--- src/rtl/demux_pkg.sv ---
// Shared types and constants for the registered 1-to-2 demultiplexer.
package demux_pkg;
  localparam int DATA_W_DEF = 64;
  localparam int CNT_W_DEF  = 16;

  localparam logic SEL_A = 1'b0;
  localparam logic SEL_B = 1'b1;

  typedef enum logic {EMPTY = 1'b0, FULL = 1'b1} slot_state_e;
endpackage

--- src/rtl/demux_slot.sv ---
// One-entry holding register with valid/ready output handshake and a pop counter.
module demux_slot
  import demux_pkg::*;
#(
  parameter int DATA_W = DATA_W_DEF,
  parameter int CNT_W  = CNT_W_DEF
) (
  input  logic              clk,
  input  logic              reset,
  input  logic              push,
  input  logic [DATA_W-1:0] push_data,
  output logic              valid,
  output logic [DATA_W-1:0] data,
  input  logic              ready,
  output logic              free,
  output logic [CNT_W-1:0]  count
);
  slot_state_e       state_q, state_d;
  logic [DATA_W-1:0] data_q, data_d;
  logic [CNT_W-1:0]  cnt_q, cnt_d;
  logic              pop;

  assign pop  = (state_q == FULL) && ready;
  assign free = (state_q == EMPTY) || pop;

  // Push is gated by free upstream, so a push always lands in an empty or draining slot.
  always_comb begin
    state_d = state_q;
    data_d  = data_q;
    cnt_d   = cnt_q;
    if (pop) begin
      state_d = EMPTY;
      cnt_d   = cnt_q + 1'b1;
    end
    if (push) begin
      state_d = FULL;
      data_d  = push_data;
    end
  end

  always_ff @(posedge clk) begin
    if (reset) begin
      state_q <= EMPTY;
      data_q  <= '0;
      cnt_q   <= '0;
    end else begin
      state_q <= state_d;
      data_q  <= data_d;
      cnt_q   <= cnt_d;
    end
  end

  assign valid = (state_q == FULL);
  assign data  = data_q;
  assign count = cnt_q;
endmodule

--- src/rtl/demux_reg.sv ---
// Registered 1-to-2 demultiplexer: steers each accepted word to slot A or B by in_sel.
module demux_reg
  import demux_pkg::*;
#(
  parameter int DATA_W = DATA_W_DEF,
  parameter int CNT_W  = CNT_W_DEF
) (
  input  logic              clk,
  input  logic              reset,
  input  logic              in_valid,
  output logic              in_ready,
  input  logic [DATA_W-1:0] in_data,
  input  logic              in_sel,
  output logic              a_valid,
  output logic [DATA_W-1:0] a_data,
  input  logic              a_ready,
  output logic              b_valid,
  output logic [DATA_W-1:0] b_data,
  input  logic              b_ready,
  output logic [CNT_W-1:0]  a_count,
  output logic [CNT_W-1:0]  b_count
);
  logic a_free, b_free, sel_b, xfer;

  assign sel_b    = (in_sel == SEL_B);
  // Only the selected slot can stall the producer.
  assign in_ready = sel_b ? b_free : a_free;
  assign xfer     = in_valid && in_ready;

  demux_slot #(.DATA_W(DATA_W), .CNT_W(CNT_W)) u_slot_a (
    .clk(clk), .reset(reset),
    .push(xfer && !sel_b), .push_data(in_data),
    .valid(a_valid), .data(a_data), .ready(a_ready),
    .free(a_free), .count(a_count)
  );

  demux_slot #(.DATA_W(DATA_W), .CNT_W(CNT_W)) u_slot_b (
    .clk(clk), .reset(reset),
    .push(xfer && sel_b), .push_data(in_data),
    .valid(b_valid), .data(b_data), .ready(b_ready),
    .free(b_free), .count(b_count)
  );
endmodule

--- config.mk ---
export PLATFORM = sky130hd
export DESIGN_NAME = demux_reg
export DESIGN_NICKNAME = d
export VERILOG_FILES = /design/src/rtl/demux_pkg.sv /design/src/rtl/demux_slot.sv /design/src/rtl/demux_reg.sv
export SDC_FILE = /design/constraint.sdc
export NUM_CORES = 1
export LEC_CHECK = 0
export ABC_AREA = 1
export BUFFER_PORTS_ARGS = -buffer_cell sky130_fd_sc_hd__buf_2
export CORE_MARGIN = 3
export CORE_UTILIZATION = 35
export DETAILED_ROUTE_END_ITERATION = 7
export HOLD_SLACK_MARGIN = 0.06
export MAX_ROUTING_LAYER = met4
export SLEW_MARGIN = 30
export SYNTH_ARGS = -nofsm -noshare
export SYNTH_HDL_FRONTEND = slang
export SYNTH_SLANG_ARGS = --single-unit
--- constraint.sdc ---
create_clock -name clk -period 1.2 [get_ports clk]
set_clock_uncertainty 0.05 [all_clocks]
set_input_delay 0.06 -clock clk [delete_from_list [all_inputs] [get_ports clk]]
set_output_delay 0.06 -clock clk [all_outputs]
set_load 0.01 [all_outputs]
Word level (Yosys, flattened, before mapping)
Cells that the tools add are included.
{ "op_classes": {"add_sub_neg": 2, "mul": 0, "div_mod_pow": 0, "n_lt_le_gt_ge": 0, "eq_ne": 0, "shifts": 0, "mux": 5, "bitwise": 2, "n_reduce_logical": 10} }
{ "ops": {"columns": ["cell", "count"], "rows": [
  ["16-bit by 1-bit adder with 16-bit output (second input constant)", 2],
  ["1-bit logical AND", 5],
  ["1-bit 2-to-1 mux", 5],
  ["2-bit nonzero test", 2],
  ["1-bit logical OR", 2],
  ["1-bit NOT", 2],
  ["1-bit zero test", 1]
]} }
{ "word_totals": {"reg_bits": 162, "latchBits": 0, "ram_bits": 0, "mem_bits_ro": 0, "in_bits": 70, "mem_count": 0} }

Logic depth before layout (Yosys ltp)
{ "depth": {"ltp_word": 6, "depth_mapped": 9, "mapped_depth_nobuf": 8} }

Hierarchy
Synthesis repeated with hierarchy kept, for this count alone.
{ "hier_totals": {"hier_cells": 807, "area_unflattened_um2": 6039.5} }
{ "modules_own_cells": {"columns": ["mod", "instances", "cells_each", "area_per_inst_um2"], "rows": [
  ["demux_slot", 2, 400, 3004.1],
  ["demux_reg", 1, 7, 31.3]
]} }

Worst setup path before layout
Ideal clock, no wire load.
{ "synth_path": {"path_type": "flip-flop to flip-flop", "startpoint": "register u_slot_a.cnt_q[1] (netlist: u_slot_a.count[1])", "endpoint": "register u_slot_a.cnt_q[12] (netlist: u_slot_a.count[12])", "t_arrival_ns": 1.194, "required_ns": 1.037, "setup_slack_ns": -0.157, "path_stages_with_launch": 7, "path_cell_list": "dfxtp_1 -> ha_1 -> nand3_1 -> nor3_4 -> nand3_1 -> nor2_1 -> nor2_1"} }
{ "synth_via": {"elab_chain_len": 1} }
{ "synth_lines": {"columns": ["item", "line_no", "source"], "rows": [
  ["start: declaration", "demux_slot.sv:20", "logic [CNT_W-1:0] cnt_q, cnt_d;"],
  ["start signal: assignment", "demux_slot.sv:49", "cnt_q <= cnt_d;"],
  ["16-bit by 1-bit adder with 16-bit output", "demux_slot.sv:33", "cnt_d = cnt_q + 1'b1;"]
]} }
No other way between the ends.
A chain may end at the register's enable or synchronous reset.

Worst setup path in the final report
{ "layout_path": {"startpoint": "register u_slot_b.state_q (netlist: u_slot_b.valid)", "endpoint": "register u_slot_b.data_q[55] (netlist: u_slot_b.data[55])"} }
{ "layout_via": {"elab_chain_len": 5} }
{ "layout_lines": {"columns": ["item", "line_no", "source"], "rows": [
  ["start: declaration", "demux_slot.sv:18", "slot_state_e state_q, state_d;"],
  ["start signal: assignment", "demux_slot.sv:47", "state_q <= state_d;"],
  ["1-bit logical AND or 1-bit NOT (tied branches)", "demux_slot.sv:23, demux_slot.sv:24", null],
  ["1-bit logical OR (*)", "demux_slot.sv:24", "assign free = (state_q == EMPTY) || pop;"],
  ["1-bit 2-to-1 mux (*)", "demux_reg.sv:27", "assign in_ready = sel_b ? b_free : a_free;"],
  ["1-bit logical AND (*)", "demux_reg.sv:28", "assign xfer = in_valid && in_ready;"],
  ["1-bit logical AND (*)", "demux_reg.sv:39", ".push(xfer && sel_b), .push_data(in_data),"],
  ["end signal: assignment", "demux_slot.sv:48", "data_q <= data_d;"],
  ["end: declaration", "demux_slot.sv:19", "logic [DATA_W-1:0] data_q, data_d;"]
]} }
Every way passes the cells marked *; elsewhere a longest branch is shown, timed or not.

==> flow_summary.json <==
{
  "status": "finished, violations left",
  "violations": "negative setup slack",
  "antenna_left": 0,
  "ir_worst_vdd_uv": 960,
  "dpl_cell_area_mm2": 0.00789,
  "die_x_um": 137,
  "worstPathMaxFanout": 7,
  "cts.sinks": 162,
  "seqPwrFrac_pct": 44.0,
  "grt_max_degree": 71,
  "grt_pass1_vias": 6428,
  "layout.nets": 1259,
  "slew_viol_final": 0,
  "rsz0062_at_grt": "yes",
  "leakage_nw": 5.11,
  "end_kind": "flop",
  "syn_to_final_growth_pct": 82.2,
  "netlist_instances": 818,
  "yosysWarnings": 0,
  "synth_top_cell_area_share_pct": 53.7,
  "synth_cell_types": 18,
  "switchingPower_mw": 3.78,
  "gp_congestion": 0.772,
  "via_per_inst": 4.80,
  "regArea_mm2": 0.00329,
  "power.switching_fraction_pct": 28.4,
  "p_int_mw": 9.51,
  "wire_per_inst_um": 15.9,
  "core_area_mm2": 0.0168,
  "pin_count": 233,
  "maxSlewHeadroom_pct": 78.7,
  "synth-seq-cells": 162,
  "avgSynthCellArea_um2": 7.38,
  "multiInputGateArea_mm2": 0.00350,
  "insertion_delay_ps": 420,
  "fillCellCount": 1335,
  "wirelength_mm": 22.6,
  "critPathKind": "reg -> reg",
  "num_vias": 6826,
  "cap_violations": 0,
  "required_ps": 1460,
  "die_h_um": 137,
  "hpwl_mm": 12.7,
  "grt_overflow": 0,
  "drtIter0Drc": 331,
  "clk_pin_slew_ps": 60,
  "fmax_ghz": 0.732,
  "netlist_top_cells_area": "dfxtp_1 (54%), nor2_1 (19%), o21ai_0 (12%)",
  "clockBufferDepth": 2,
  "cts_inserted_buffers": 17,
  "stdcell_area_mm2": 0.0110,
  "clkPwrFrac_pct": 38.9,
  "finalCritPeriodShare_pct": 114,
  "cts_max_level": 4,
  "synth_area_mm2": 0.00604,
  "p_comb_share_pct": 17.0,
  "setup_viol": 147,
  "die_area_mm2": 0.0189,
  "firstDrtPassIters": 4,
  "drive_above_1_share_pct": 49.3,
  "place.port_buffers": 232,
  "fin_crit_ps": 1370,
  "worst_hold_path_type": "in -> reg",
  "grt_use_total_pct": 22.7,
  "power_density_mw_per_mm2": 1210,
  "yosys.area.top_type": "dfxtp_1",
  "cp-start-kind": "flop",
  "start_util_pct": 36.0,
  "setup_slack_ps": -166,
  "yosysSeqAreaShare_pct": 53.7,
  "drc_errors": 0,
  "row_count": 47,
  "antenna_found_initial": 1,
  "hold_viol": 0,
  "dp_slack_ps": -128,
  "cts_root_buf": "clkbuf_16",
  "worstMarginPinSlew_ps": 319,
  "synth_nets": 890,
  "r2r_setup_slack_ps": -170,
  "grt_pass1_wl_mm": 32.8,
  "cts_tree": "done",
  "crit_arrival_ps": 1630
}
## synth_stat cells
master    count
inv_2         1
nand3_1      20
o21bai_1      1
nor3_4        2
buf_4         2
o21ai_0     143
nand4_1       2
clkbuf_1     17
nand2_1      69
buf_2        26
nor2_2        1
nor2_1      301
nor3_1        5
inv_1        45
o21a_1        1
ha_1          2
a21oi_1      18
dfxtp_1     162
## worst paths after layout
| path | startpoint | endpoint | depth (start not counted) |
|---|---|---|---|
| max | u_slot_b.valid | u_slot_b.data[55] | 8 |
| min | a_ready | u_slot_a.count[0] | 4 |
| max reg2reg | u_slot_b.valid | u_slot_b.data[55] | 8 |
| min reg2reg | u_slot_b.data[8] | u_slot_b.data[8] | 2 |
## per-stage QoR
| step | power, mW | util [%] | hold slack, ps | TNS, ps | cells |
|---|---|---|---|---|---|
| final | 13.3 | 65.6 | 69.7 | -14810 | 1421 |
| after global placement | 7.31 | 47.1 | 247 | -5590 | 1287 |
| after floorplan | 6.62 | - | 145 | -294 | 818 |
| after detailed placement | 7.31 | 47.1 | 255 | -9010 | 1287 |
| after global routing | 13.8 | 65.6 | 77.0 | -23900 | 1421 |
| after CTS | 13.1 | 60.3 | -49.2 | -7370 | 1404 |
## flip-flops by register name, summed over array words and instances, names as in the netlist
signal / flops
u_slot_b.valid: 1
u_slot_b.count: 16
u_slot_a.valid: 1
u_slot_a.data: 64
u_slot_a.count: 16
u_slot_b.data: 64
## cell families (layout without fill, tap and decap cells)
group           after synthesis  count (layout)  synth area share (%)
flops                       162             162                  53.7
other cells                   0               1                     0
simple gates                400             400                  25.9
buf+inv                      91             473                  6.32
compound gates              163             163                  13.6
fa+ha+maj                     2               2                 0.415
## power by group through the flow
stage	combinational, mW	clock [mW]	sequential, mW
floorplan	0.536	0	6.08
global placement	1.37	0	5.94
detailed placement	1.38	0	5.94
CTS	1.97	5.25	5.85
global route	2.42	5.45	5.88
finish	2.26	5.17	5.85
## repair_timing
item / 4_1_cts / 5_1_grt
pin swaps: 28 / 41
hold buffers: 65 / 0
hold endpoints to repair: 131 / 0
gates cloned: 11 / 9
setup buffers: 10 / 10
setup endpoints to repair: 157 / 163
resized for setup: 252 / 198
## routing by layer
| metal | part of all wire [%] | track usage (%) | up-vias |
|---|---|---|---|
| met5 | 0 | - | - |
| met4 | 2.2 | 7.26 | 0 |
| met3 | 5.4 | 4.86 | 40 |
| met2 | 48 | 36.2 | 216 |
| met1 | 44 | 28.8 | 3202 |
| li1 | - | - | 3368 |
## worst max-delay path, stage by stage (launching register included)
cell and delay, ps:
dfxtp_4 360, nand2_4 80, nand2_4 60, nor2_4 160, buf_8 170, inv_8 70
clkbuf_16 160, nor2_2 100, nor2_1 50
## layout make-up
| cell class | instances | area share (%) |
|---|---|---|
| clock inverter | 13 | 0.922 |
| inverter | 46 | 1.91 |
| clock buffer | 19 | 4.12 |
| timing repair inverter | 2 | 0.205 |
| timing repair buffer | 393 | 28.5 |
| sequential | 162 | 29.9 |
| multi-input combinational | 565 | 31.8 |
| tap | 220 | 2.50 |
| antenna | 1 | 0.0228 |
## cell usage in the layout, fill, tap and decap left out, types with 24 or more instances in the layout
cell type and n:
nor2_1 165, nand2_1 50, clkbuf_16 24, dlygate4sd3_1 65
nor2_4 81, o21ai_1 34, buf_2 229, o21ai_2 29
dfxtp_1 145, inv_1 37, nor2_2 56, o21ai_0 80
buf_4 42
Note: power is estimated with default switching activity, not from simulation.
